File: src/rtl/vram_arbiter_if.sv
// -----------------------------------------------------------------------------
// vram_arbiter_if
//
// Bundles every bus between the video RAM arbiter and its neighbours: the CPU
// request/ack port, the video fetch port, the single-port display RAM port and
// the power-on clear status flag.
//
// Modports:
//   slave  - the arbiter's view (drives responses, RAM controls, clear_busy)
//   master - the surrounding system's view (drives requests and ram_rdata)
//
// Signals:
//   cpu_req, cpu_we, cpu_addr, cpu_wdata  CPU request (level, held until ack)
//   cpu_rdata, cpu_ack                     CPU completion pulse and read data
//   vid_req, vid_addr                      video fetch pulse and address
//   vid_rdata, vid_valid                   fetched byte and its qualifier
//   ram_addr, ram_wdata, ram_we            RAM controls (grant cycle)
//   ram_rdata                              RAM read data, one cycle latency
//   clear_busy                             power-on clear in progress
// -----------------------------------------------------------------------------
interface vram_arbiter_if #(
    parameter int ADDR_W = 11,
    parameter int DATA_W = 8
);
    logic              cpu_req;
    logic              cpu_we;
    logic [ADDR_W-1:0] cpu_addr;
    logic [DATA_W-1:0] cpu_wdata;
    logic [DATA_W-1:0] cpu_rdata;
    logic              cpu_ack;
    logic              vid_req;
    logic [ADDR_W-1:0] vid_addr;
    logic [DATA_W-1:0] vid_rdata;
    logic              vid_valid;
    logic [ADDR_W-1:0] ram_addr;
    logic [DATA_W-1:0] ram_wdata;
    logic              ram_we;
    logic [DATA_W-1:0] ram_rdata;
    logic              clear_busy;

    modport slave (
        input  cpu_req, cpu_we, cpu_addr, cpu_wdata, vid_req, vid_addr, ram_rdata,
        output cpu_rdata, cpu_ack, vid_rdata, vid_valid,
               ram_addr, ram_wdata, ram_we, clear_busy
    );

    modport master (
        output cpu_req, cpu_we, cpu_addr, cpu_wdata, vid_req, vid_addr, ram_rdata,
        input  cpu_rdata, cpu_ack, vid_rdata, vid_valid,
               ram_addr, ram_wdata, ram_we, clear_busy
    );
endinterface

File: src/rtl/vram_arbiter.sv
// -----------------------------------------------------------------------------
// vram_arbiter
//
// Shares the single-port character RAM between the CPU bus and the display
// fetch path. Each cycle one source is granted and drives the RAM directly;
// video always wins, the CPU waits on a request/ack handshake. Read data comes
// back one cycle after the grant and is registered into the port that owned
// the grant, so every access (video or CPU, read or write) completes two
// cycles after its grant.
//
// Ports:
//   clk      system clock, rising edge
//   n_reset  asynchronous active-low reset
//   bus      vram_arbiter_if.slave (CPU, video, RAM ports and clear_busy)
//
// Build option:
//   VRAM_CLEAR_EN  when defined, every reset release starts a fill of the whole
//                  RAM with FILL (one address per cycle) before any requester
//                  is served; clear_busy is high meanwhile. When undefined the
//                  block comes out of reset idle and clear_busy is tied low.
// -----------------------------------------------------------------------------
module vram_arbiter #(
    parameter int                ADDR_W = 11,
    parameter int                DATA_W = 8,
    parameter logic [DATA_W-1:0] FILL   = 8'h20
) (
    input  logic          clk,
    input  logic          n_reset,
    vram_arbiter_if.slave bus
);

    // The state encodes the grant of a cycle; the registered copy therefore
    // doubles as the source tag of the read data arriving in the next cycle.
    typedef enum logic [2:0] {
        ST_IDLE   = 3'd0,
        ST_VID    = 3'd1,
        ST_CPU_RD = 3'd2,
        ST_CPU_WR = 3'd3
`ifdef VRAM_CLEAR_EN
        , ST_CLEAR = 3'd4
`endif
    } state_t;

`ifdef VRAM_CLEAR_EN
    localparam state_t ST_RESET = ST_CLEAR;
`else
    localparam state_t ST_RESET = ST_IDLE;
`endif

    state_t            state_q, state_d;
    logic [ADDR_W-1:0] ram_addr_q, ram_addr_d;
    logic [DATA_W-1:0] ram_wdata_q, ram_wdata_d;
    logic              ram_we_d;
    logic              clearing;
    logic              fill_q, fill_d;
    logic              cpu_ack_q, vid_valid_q;
    logic [DATA_W-1:0] cpu_rdata_q, vid_rdata_q;
    logic              cpu_busy, cpu_pend;

`ifdef VRAM_CLEAR_EN
    // MSB of the counter is the terminal flag: it sets after the last address.
    logic [ADDR_W:0] clr_cnt_q, clr_cnt_d;
    assign clearing = ~clr_cnt_q[ADDR_W];
`else
    assign clearing = 1'b0;
`endif

    // A CPU access is in flight from its grant until its ack cycle; in the ack
    // cycle the requester still holds cpu_req, so that cycle is masked too.
    assign cpu_busy = (state_q == ST_CPU_RD) || (state_q == ST_CPU_WR) || cpu_ack_q;
    assign cpu_pend = bus.cpu_req && !cpu_busy;

    // Video fetches during the clear are answered with FILL without touching RAM.
    assign fill_d = clearing && bus.vid_req;

    // ---------------------------------------------------------------- state reg
    always_ff @(posedge clk or negedge n_reset) begin
        if (!n_reset) begin
            state_q     <= ST_RESET;
            ram_addr_q  <= '0;
            ram_wdata_q <= '0;
`ifdef VRAM_CLEAR_EN
            clr_cnt_q   <= '0;
`endif
        end else begin
            state_q     <= state_d;
            ram_addr_q  <= ram_addr_d;
            ram_wdata_q <= ram_wdata_d;
`ifdef VRAM_CLEAR_EN
            clr_cnt_q   <= clr_cnt_d;
`endif
        end
    end

    // --------------------------------------------------------------- next state
    // The grant is decided combinationally from this cycle's requests. While
    // n_reset is low nothing is granted so the RAM port shows its reset values.
    always_comb begin
        state_d = ST_IDLE;
        if (n_reset) begin
            if (bus.vid_req) begin
                state_d = ST_VID;
            end else if (cpu_pend) begin
                state_d = bus.cpu_we ? ST_CPU_WR : ST_CPU_RD;
            end
`ifdef VRAM_CLEAR_EN
            if (clearing) begin
                state_d = ST_CLEAR;
            end
`endif
        end
`ifdef VRAM_CLEAR_EN
        clr_cnt_d = clr_cnt_q;
        if (state_d == ST_CLEAR) begin
            clr_cnt_d = clr_cnt_q + {{ADDR_W{1'b0}}, 1'b1};
        end
`endif
    end

    // ------------------------------------------------------------------ outputs
    // Address and write data hold their last values when idle.
    always_comb begin
        ram_addr_d  = ram_addr_q;
        ram_wdata_d = ram_wdata_q;
        ram_we_d    = 1'b0;
        case (state_d)
            ST_VID: begin
                ram_addr_d = bus.vid_addr;
            end
            ST_CPU_RD: begin
                ram_addr_d = bus.cpu_addr;
            end
            ST_CPU_WR: begin
                ram_addr_d  = bus.cpu_addr;
                ram_wdata_d = bus.cpu_wdata;
                ram_we_d    = 1'b1;
            end
`ifdef VRAM_CLEAR_EN
            ST_CLEAR: begin
                ram_addr_d  = clr_cnt_q[ADDR_W-1:0];
                ram_wdata_d = FILL;
                ram_we_d    = 1'b1;
            end
`endif
            default: begin
            end
        endcase
    end

    // ------------------------------------------------------- read return stage
    // state_q/fill_q carry the grant of the previous cycle, i.e. they tag the
    // ram_rdata now arriving. Writes ride the same pipe so they ack in N+2 too.
    always_ff @(posedge clk or negedge n_reset) begin
        if (!n_reset) begin
            fill_q      <= 1'b0;
            vid_valid_q <= 1'b0;
            vid_rdata_q <= '0;
            cpu_ack_q   <= 1'b0;
            cpu_rdata_q <= '0;
        end else begin
            fill_q      <= fill_d;
            vid_valid_q <= (state_q == ST_VID) || fill_q;
            if (state_q == ST_VID) begin
                vid_rdata_q <= bus.ram_rdata;
            end else if (fill_q) begin
                vid_rdata_q <= FILL;
            end
            cpu_ack_q <= (state_q == ST_CPU_RD) || (state_q == ST_CPU_WR);
            if (state_q == ST_CPU_RD) begin
                cpu_rdata_q <= bus.ram_rdata;
            end
        end
    end

    assign bus.ram_addr  = ram_addr_d;
    assign bus.ram_wdata = ram_wdata_d;
    assign bus.ram_we    = ram_we_d;
    assign bus.cpu_ack   = cpu_ack_q;
    assign bus.cpu_rdata = cpu_rdata_q;
    assign bus.vid_valid = vid_valid_q;
    assign bus.vid_rdata = vid_rdata_q;
`ifdef VRAM_CLEAR_EN
    assign bus.clear_busy = clearing;
`else
    assign bus.clear_busy = 1'b0;
`endif

endmodule
File: src/flat_wrapper.sv
// flat-port wrapper written by rule: the top's interface ports become plain ports
module vram_arbiter_flat 
#(
    parameter int                ADDR_W = 11,
    parameter int                DATA_W = 8,
    parameter logic [DATA_W-1:0] FILL   = 8'h20
)
  (clk, n_reset, bus_cpu_req, bus_cpu_we, bus_cpu_addr, bus_cpu_wdata, bus_vid_req, bus_vid_addr, bus_ram_rdata, bus_cpu_rdata, bus_cpu_ack, bus_vid_rdata, bus_vid_valid, bus_ram_addr, bus_ram_wdata, bus_ram_we, bus_clear_busy);
  vram_arbiter_if #(.ADDR_W(ADDR_W), .DATA_W(DATA_W)) bus_i ();
  input  logic clk;
  input  logic n_reset;
  input wire logic [$bits(bus_i.cpu_req)-1:0] bus_cpu_req;
  input wire logic [$bits(bus_i.cpu_we)-1:0] bus_cpu_we;
  input wire logic [$bits(bus_i.cpu_addr)-1:0] bus_cpu_addr;
  input wire logic [$bits(bus_i.cpu_wdata)-1:0] bus_cpu_wdata;
  input wire logic [$bits(bus_i.vid_req)-1:0] bus_vid_req;
  input wire logic [$bits(bus_i.vid_addr)-1:0] bus_vid_addr;
  input wire logic [$bits(bus_i.ram_rdata)-1:0] bus_ram_rdata;
  output wire logic [$bits(bus_i.cpu_rdata)-1:0] bus_cpu_rdata;
  output wire logic [$bits(bus_i.cpu_ack)-1:0] bus_cpu_ack;
  output wire logic [$bits(bus_i.vid_rdata)-1:0] bus_vid_rdata;
  output wire logic [$bits(bus_i.vid_valid)-1:0] bus_vid_valid;
  output wire logic [$bits(bus_i.ram_addr)-1:0] bus_ram_addr;
  output wire logic [$bits(bus_i.ram_wdata)-1:0] bus_ram_wdata;
  output wire logic [$bits(bus_i.ram_we)-1:0] bus_ram_we;
  output wire logic [$bits(bus_i.clear_busy)-1:0] bus_clear_busy;
  assign bus_i.cpu_req = bus_cpu_req;
  assign bus_i.cpu_we = bus_cpu_we;
  assign bus_i.cpu_addr = bus_cpu_addr;
  assign bus_i.cpu_wdata = bus_cpu_wdata;
  assign bus_i.vid_req = bus_vid_req;
  assign bus_i.vid_addr = bus_vid_addr;
  assign bus_i.ram_rdata = bus_ram_rdata;
  assign bus_cpu_rdata = bus_i.cpu_rdata;
  assign bus_cpu_ack = bus_i.cpu_ack;
  assign bus_vid_rdata = bus_i.vid_rdata;
  assign bus_vid_valid = bus_i.vid_valid;
  assign bus_ram_addr = bus_i.ram_addr;
  assign bus_ram_wdata = bus_i.ram_wdata;
  assign bus_ram_we = bus_i.ram_we;
  assign bus_clear_busy = bus_i.clear_busy;
  vram_arbiter #(.ADDR_W(ADDR_W), .DATA_W(DATA_W), .FILL(FILL)) u_core (.clk(clk), .n_reset(n_reset), .bus(bus_i));
endmodule
File: config.mk
export PLATFORM = sky130hd
export DESIGN_NAME = vram_arbiter_flat
export DESIGN_NICKNAME = d
export VERILOG_FILES = /design/src/rtl/vram_arbiter_if.sv /design/src/rtl/vram_arbiter.sv /design/src/flat_wrapper.sv
export SDC_FILE = /design/constraint.sdc
export NUM_CORES = 1
export LEC_CHECK = 0
export ABC_AREA = 1
export BUFFER_PORTS_ARGS = -buffer_cell sky130_fd_sc_hd__buf_2
export CELL_PAD_IN_SITES_DETAIL_PLACEMENT = 0
export CELL_PAD_IN_SITES_GLOBAL_PLACEMENT = 2
export CORE_ASPECT_RATIO = 1.2
export CORE_MARGIN = 1.5
export CORE_UTILIZATION = 27
export CTS_BUF_LIST = sky130_fd_sc_hd__clkbuf_16
export CTS_CLUSTER_SIZE = 16
export DETAILED_ROUTE_END_ITERATION = 16
export GPL_TIMING_DRIVEN = 0
export PLACE_DENSITY = 0.87
export RECOVER_POWER = 25
export SYNTH_ARGS = -nofsm -noshare
export SYNTH_HDL_FRONTEND = slang
export SYNTH_SLANG_ARGS = --single-unit
File: constraint.sdc
create_clock -name clk -period 1.9 [get_ports clk]
set_input_delay 0.19 -clock clk [delete_from_list [all_inputs] [get_ports clk]]
set_output_delay 0.19 -clock clk [all_outputs]
set_load 0.1 [all_outputs]
==> qor.yml <==
cts:
  insertion_delay_ps: 270
  post_cts_buffers: 0
  clk_root_buffer_cell: "clkbuf_16"
  clk_pin_slew_worst_paths_ps: 60
  htreeDepth: 2
  cts_buffer_depth: 2
  cts_tree: "done"
  clkSinkCount: 39
  cts_buffers: 5
worst_setup_path:
  r2r-start: "u_core.state_q[1]$_DFF_PN0_"
  slowest_stage: "dfrtp_1"
  critPathMaxFanout: 10
  cp-startpoint: "u_core.state_q[1]$_DFF_PN0_"
  cp_data_arrival_time_ps: 1640
  crit_path_end: "bus_ram_addr[7]"
  crit_chain: "nor2_4 > buf_4 > nand4_1 > nand3_4 > buf_6"
  endpoint_kind: "primary output"
  start_kind: "flop"
  worst_r2r_endpoint: "u_core.ram_addr_q[0]$_DFF_PN0_"
  critPathKind: "reg -> out"
  reg2reg_slack_ps: 630
  crit_required_ps: 1710
  crit_path_max_incr_delay_ps: 420
  ff2ff_path_depth: 5
power_and_ir_drop:
  vdd_drop_max_mv: 0.422
  power.density_nw_per_um2: 1320
  power.leakage_nw: 1.38
sta:
  rsz0062_at_grt: "true"
  setup_violations: 0
  min_period_ps: 1830
  hold_violations: 0
  skew_ps: 3.45
  relSlewSlack: 0.348
  slew_violations: 0
  layout_setup_ws_ps: 74.6
  tightest_slew_ps: 978
  post-route-period-util: 0.961
  fmax_ghz: 0.548
logic_synthesis:
  netlist_instances: 181
  ys_seq_area_frac: 0.574
  yosysTopAreaCell: "dfrtp_1"
  syn-num-nets: 224
  ys_async_sr_fraction: 1.00
  synth_seq_cells: 39
  avgSynthCellArea_um2: 9.39
  synth_area_um2: 1700
  synth_top_cell_area_share: 0.574
  synth.area.top_cells: "dfrtp_1 (57%), nand2_1 (10%), nand4_1 (7.0%)"
  synth_top_flop_cell: "dfrtp_1"
  synth_edf_count: 0
  yosys.cell_types.count: 21
  ys_warn_count: 0
global_routing:
  grt_overflow: 0
  antenna_found_initial: 0
  grt_first_pass_wirelength_um: 7330
  grt.total_usage: 0.140
  first_global_vias: 1518
  grt_max_degree: 40
final_layout:
  final_common_cell: "buf_2"
  syn_to_final_growth_pct: 54.2
  nets: 311
  drive_gt1_frac: 0.487
  final_cell_mix: "buf_2 (63), nand2_1 (39), dfrtp_1 (38), nand4_1 (19), inv_1 (14)"
  diodes: 0
  final_core_util: 0.433
floorplan:
  core_area_um2: 6050
  start_util: 0.281
  die_area_um2: 6780
  die_height_um: 89.9
  num_rows: 31
  ioPinCount: 82
  dieWidth_um: 75.4
run:
  cap_violations: 0
detailed_routing:
  vias: 1568
  drc: 0
  via_per_inst: 4.47
  firstDrtPassIters: 4
  ant_nets: 0
  post_drt_wl_per_cell_um: 12.7
  drt_iter0_drc: 82
  postRouteWirelength_um: 4450
placed_design:
  dp_hpwl_um: 3220
  pre_cts_slack_ps: -704
  port_buffers: 79
  globalplace.congestion: 0.704
outcome:
  outcome: "completed"
min_path:
  min_path_type: "in -> reg"
## power breakdown
part | total, W | switching (W) | internal, W
combinational | 0.00166 | 0.00134 | 0.000313
sequential | 0.00103 | 0.0000558 | 0.000972
clock | 0.000786 | 0.000308 | 0.000478
total | 0.00347 | 0.00171 | 0.00176
## logic make-up after synthesis
kind of cell,count (synthesis),synth area share
simple gates,95,0.267
compound gates,17,0.0692
other cells,1,0.00221
flops,39,0.574
buf+inv,29,0.0869
## cell usage after synthesis (2+ instances only)
library cell,count
nand2_1,47
clkbuf_1,3
o21ai_0,8
inv_1,15
nor2_2,2
nand4_1,19
nand3_1,23
buf_2,5
nand2_2,2
o21ai_2,8
dfrtp_1,39
## per-stage QoR
step	total power, W	setup TNS (ps)	std cells	instance area, µm²	hold slack [ps]
3_5_place_dp	0.00263	-13960	342	2350	397
5_1_grt	0.00364	-46.8	351	2620	164
6_report	0.00347	0	351	2620	149
3_3_place_gp	0.00262	-14610	342	2350	402
4_1_cts	0.00352	-2.55	351	2630	145
2_1_floorplan	0.00237	0	181	1850	-106
## area by class of cell
class / instances / area (µm²)
Fill cell: 641 / 3430
Sequential cell: 39 / 977
Multi-Input combinational cell: 113 / 744
Timing Repair Buffer: 81 / 505
Clock buffer: 5 / 125
Tap cell: 82 / 103
Buffer: 12 / 86.3
Inverter: 16 / 63.8
Clock inverter: 3 / 15.0
## layer usage
metal  global-route usage  share of wire  vias up
li1                     -              -      777
met1                0.177           0.44      735
met2                0.229           0.50       52
met3               0.0280          0.045        4
met4               0.0551          0.013        0
met5                    0              0        -
## how the worst min path moves through the flow
stage / start / to / slack, ps / cells after the start
3_3_place_gp: n_reset / u_core.bus.vid_rdata[4]$_DFFE_PN0P_ / 400 / 1
5_1_grt: bus_vid_addr[8] / u_core.ram_addr_q[8]$_DFF_PN0_ / 160 / 3
3_5_place_dp: n_reset / u_core.ram_wdata_q[0]$_DFF_PN0_ / 400 / 1
4_1_cts: bus_vid_addr[8] / u_core.ram_addr_q[8]$_DFF_PN0_ / 150 / 3
2_1_floorplan: n_reset / u_core.bus.cpu_ack$_DFF_PN0_ / -110 / 0
6_report: bus_vid_addr[8] / u_core.ram_addr_q[8]$_DFF_PN0_ / 150 / 3
## worst max-delay path: cells and delay by family, from the launching register on
kind / cells / cell delay, ps
and+or+nand+nor: 3 / 500
buffers and inverters: 2 / 440
DFF: 1 / 420
## sequential cells by signal, summed over array words and instances (netlist names)
name	count
u_core.bus.cpu_ack	1
u_core.bus.cpu_rdata	8
u_core.ram_addr_q	11
u_core.ram_wdata_q	8
u_core.bus.vid_valid	1
u_core.state_q	2
u_core.bus.vid_rdata	8
## timing repair
| item | CTS | global route |
|---|---|---|
| cloned | 0 | 0 |
| hold buffers | 2 | 0 |
| endpoints found under the hold margin | 39 | 0 |
| endpoints found under the setup margin | 20 | 11 |
| resized for setup | 34 | 2 |
(Power assumes the default switching activity.)
